`config.mk`:
```
export PLATFORM = sky130hd
export DESIGN_NAME = alu_sequencer
export DESIGN_NICKNAME = d
export VERILOG_FILES = /design/src/rtl/alu_sequencer.sv
export SDC_FILE = /design/constraint.sdc
export NUM_CORES = 1
export LEC_CHECK = 0
export ABC_AREA = 1
export ABC_CLOCK_PERIOD_IN_PS = 1950
export CAP_MARGIN = 5
export CORE_MARGIN = 8
export CORE_UTILIZATION = 44
export CTS_CLUSTER_SIZE = 16
export DETAILED_ROUTE_END_ITERATION = 10
export PLACE_DENSITY_LB_ADDON = 0.15
export SLEW_MARGIN = 20
export SYNTH_ARGS = -nofsm -noshare
export SYNTH_HDL_FRONTEND = slang
export SYNTH_SLANG_ARGS = --single-unit
export TNS_END_PERCENT = 100
```
`constraint.sdc`:
```
create_clock -name clk -period 1.95 [get_ports clk]
set_input_delay 0.195 -clock clk [delete_from_list [all_inputs] [get_ports clk]]
set_output_delay 0.195 -clock clk [all_outputs]
set_load 0.01 [all_outputs]
```
`src/rtl/alu_sequencer.sv`:
```
`default_nettype none
// ============================================================================
// Module   : alu_sequencer
// Brief    : Clocked valid/ready front end for the combinational alu: issue,
//            hold for SETTLE cycles, capture, respond. Optional statistics
//            counters are enabled with `define ALU_SEQUENCER_STATS_EN.
// Revision : 1.0  initial release
// ============================================================================
module alu_sequencer #(
  parameter int SIZE   = 8,
  parameter int SETTLE = 1
) (
  input  logic                clk,
  input  logic                reset,
  input  logic                req_valid,
  output logic                req_ready,
  input  logic [3:0]          req_command,
  input  logic [SIZE-1:0]     req_a,
  input  logic [SIZE-1:0]     req_b,
  output logic                resp_valid,
  input  logic                resp_ready,
  output logic [2*SIZE-1:0]   resp_result,
  output logic                resp_overflow,
  output logic                busy,
  output logic                alu_enable,
  output logic [3:0]          alu_command,
  output logic [SIZE-1:0]     alu_a,
  output logic [SIZE-1:0]     alu_b,
  input  logic                alu_overflow,
  input  logic [2*SIZE-1:0]   alu_result
`ifdef ALU_SEQUENCER_STATS_EN
  ,
  input  logic                stats_clr,
  output logic [15:0]         op_count,
  output logic [15:0]         ovf_count
`endif
);

  typedef enum logic [1:0] {
    ST_IDLE = 2'd0,
    ST_EXEC = 2'd1,
    ST_RESP = 2'd2
  } state_t;

  localparam logic [3:0] c_settle_load = 4'(SETTLE - 1);

  state_t      r_state;
  state_t      w_state_next;
  logic [3:0]  r_settle_cnt;
  logic        w_accept;
  logic        w_capture;

  always_comb begin
    w_state_next = r_state;
    w_accept     = 1'b0;
    w_capture    = 1'b0;
    case (r_state)
      ST_IDLE: begin
        if (req_valid) begin
          w_accept     = 1'b1;
          w_state_next = ST_EXEC;
        end
      end
      ST_EXEC: begin
        if (r_settle_cnt == 4'd0) begin
          w_capture    = 1'b1;
          w_state_next = ST_RESP;
        end
      end
      ST_RESP: begin
        if (resp_ready) begin
          w_state_next = ST_IDLE;
        end
      end
      default: w_state_next = ST_IDLE;
    endcase
  end

  assign req_ready  = (r_state == ST_IDLE);
  assign busy       = (r_state != ST_IDLE);
  assign resp_valid = (r_state == ST_RESP);

  always_ff @(posedge clk or posedge reset) begin
    if (reset) begin
      r_state <= ST_IDLE;
    end else begin
      r_state <= w_state_next;
    end
  end

  // Operands stay on the ALU after capture; only enable drops.
  always_ff @(posedge clk or posedge reset) begin
    if (reset) begin
      r_settle_cnt  <= 4'd0;
      alu_enable    <= 1'b0;
      alu_command   <= 4'd0;
      alu_a         <= '0;
      alu_b         <= '0;
      resp_result   <= '0;
      resp_overflow <= 1'b0;
    end else begin
      if (w_accept) begin
        alu_command  <= req_command;
        alu_a        <= req_a;
        alu_b        <= req_b;
        alu_enable   <= 1'b1;
        r_settle_cnt <= c_settle_load;
      end else if (w_capture) begin
        resp_result   <= alu_result;
        resp_overflow <= alu_overflow;
        alu_enable    <= 1'b0;
      end else if (r_state == ST_EXEC) begin
        r_settle_cnt <= r_settle_cnt - 4'd1;
      end
    end
  end

`ifdef ALU_SEQUENCER_STATS_EN
  // Saturating counters; a clear wins over a coincident capture.
  always_ff @(posedge clk or posedge reset) begin
    if (reset) begin
      op_count  <= 16'd0;
      ovf_count <= 16'd0;
    end else if (stats_clr) begin
      op_count  <= 16'd0;
      ovf_count <= 16'd0;
    end else if (w_capture) begin
      if (op_count != 16'hFFFF) begin
        op_count <= op_count + 16'd1;
      end
      if (alu_overflow && (ovf_count != 16'hFFFF)) begin
        ovf_count <= ovf_count + 16'd1;
      end
    end
  end
`endif

endmodule
`default_nettype wire
```
==> flow_summary.ini <==
[timing]
hold_viol = 0
fin_crit_sh_pct = 90.4
relSlewSlack_pct = 74.1
period_minus_slack_ns = 1.76
fin_skew_ns = 0.00665
slew_violations = 0
rsz0062_at_grt = false
whs_ns = 0.249
setup_tns_ns = 0
fmax_mhz = 567
setup_slack_ns = 0.188
tightest_slew_ns = 0.388
finalSetupViolations = 0

[place]
routabilityCongestion = 0.780
hpwl_um = 3600
dp_slack_ns = 0.417
io_buffers = 81
place_area_sq_um = 2670

[detailed_routing]
wl_met3_um = 469
routed.top_layer = met4
drtIter0Drc = 52
vias_per_cell = 4.72
drc = 0
wirelength_um = 4680
drt_first_pass_iters = 4
num_vias = 1611
wl_met1_um = 2030
postRouteAntennaNets = 0
routedWlPerCell_um = 13.7
dr_wl_met2_um = 2090

[power]
ir_worst_vdd_v = 0.000900
power_density_nw_per_um2 = 1610
leakage_nw = 1.36
power.total_w = 0.00443

[global_route]
grt_overflow = 0
grt_pass1_vias = 1553
grt_pass1_wl_um = 7550
grtUsageTotal_pct = 15.1
grt_antenna_before_repair = 0
grt_max_degree = 45

[floorplanning]
initial_core_util_pct = 45.1
die_area_sq_um = 6360
coreArea_sq_um = 3970
die_width_um = 79.8
dieHeight_um = 79.8
row_count = 23
ioPinCount = 82

[setup_path]
worstSetupStartpointType = register
endpoint = req_ready
rr_endpoint = alu_b[4]$_DFFE_PP0P_
r2r-start = r_state[0]$_DFFE_PP0P_
critPathKind = register to primary output
startpoint = r_state[0]$_DFFE_PP0P_
endpoint_kind = primary output
r2r_setup_slack_ns = 0.42
cp.required_ns = 1.75
cp_max_fo = 5
arrival_ns = 1.57
ff2ff_path_depth = 5

[layout]
area_delta_synth_final_pct = 54.1
layout.nets = 332
final_cell_area_sq_um = 2760
drive_gt1_share_pct = 7.56
antenna_cells = 0
nFillCells = 353

[synth]
yosysTopAreaCell = dfrtp_1
synth_flop_cell = dfrtp_1
synth_seq_area_share_pct = 61.5
yosysMostFrequentCell = nand2_1
synth.ff_latch_count = 44
synth_edf_count = 0
yosysWarnings = 0
synth.avg_cell_area_sq_um = 8.73
syn_nets = 247
synthArstFlopShare_pct = 100
netlist_area_sq_um = 1790
synth_cell_types = 18
synth_top_area_share_pct = 61.5
synth_common_cells = nand2_1 (107), dfrtp_1 (44), nand3_1 (22)
postSynthCellCount = 205
synth_area_leaders = dfrtp_1 (62%), nand2_1 (22%), nand3_1 (6.2%)

[clocking]
clock-sinks = 44
root_buffer = clkbuf_8
path_clk_slew_ns = 0.08
cts_resized = 0
post_cts_buffers = 0
htreeDepth = 2
cts_tree = done
cts_buffers = 5
clock_latency_ns = 0.29
clock_path_buffers = 2
hold_buffers = 0

[job]
max_cap_viol_count = 0

[worst_hold_path]
min_path_type = primary input to asynchronous set/reset pin

[outcome]
status = finished, final reports clean
cells in the final DEF (no fill, tap or decap), types with 2 or more instances in the layout:
master / n
inv_2: 5
nor2_1: 3
clkbuf_1: 2
buf_4: 5
nand2_1: 107
inv_1: 3
nand3_1: 22
clkbuf_8: 6
nor2_2: 2
dfrtp_1: 44
o21ai_1: 3
clkdlybuf4s50_1: 81
critical path, stage by stage (launching register included):
cell	delay, ns
dfrtp_1	0.43
nor2_2	0.26
clkdlybuf4s50_1	0.59
worst min path at each step:
| stage | end | slack [ns] | cells after the start |
|---|---|---|---|
| finish | resp_result[8]$_DFFE_PP0P_ | 0.25 | 3 |
| detailed placement | alu_b[5]$_DFFE_PP0P_ | 0.46 | 2 |
| CTS | resp_result[1]$_DFFE_PP0P_ | 0.26 | 3 |
| global placement | alu_a[1]$_DFFE_PP0P_ | 0.45 | 2 |
| floorplan | r_state[1]$_DFFE_PP0P_ | 0.28 | 1 |
| global route | alu_command[2]$_DFFE_PP0P_ | 0.28 | 3 |
state kept, by name, indices dropped and copies added, names as in the netlist:
register and count:
resp_result 16, r_state 2, alu_enable 1, alu_b 8
resp_overflow 1, alu_a 8, r_settle_cnt 4, alu_command 4
power by group:
group	internal [W]	switching, W
combinational	0.00114	0.00110
clock	0.000289	0.000289
sequential	0.00136	0.000253
total	0.00279	0.00165
metal layers:
metal,track usage (%),vias to the layer above
met5,0,-
met4,6.18,0
met3,7.09,9
met2,21.8,59
met1,18.9,737
li1,-,806
stage by stage:
step                      util (%)  cells
after floorplan                  -    205
after global placement        67.1    333
after detailed placement      67.1    333
after CTS                     69.4    341
after global routing          69.4    341
final                         69.4    341
kinds of logic after synthesis:
group / after synthesis / synth area share (%)
fa+ha+maj: 1 / 0.699
flops: 44 / 61.5
simple gates: 138 / 31.5
buf+inv: 17 / 4.68
compound gates: 5 / 1.54
final cells by class:
| class | count | area (sq um) | area share [%] |
|---|---|---|---|
| Sequential cell | 44 | 1100 | 39.9 |
| Clock buffer | 8 | 90.1 | 3.27 |
| Timing Repair Buffer | 87 | 868 | 31.5 |
| Tap cell | 50 | 62.6 | 2.27 |
| Inverter | 8 | 30.0 | 1.09 |
| Multi-Input combinational cell | 144 | 604 | 21.9 |
Note: power is estimated with default switching activity, not from simulation.
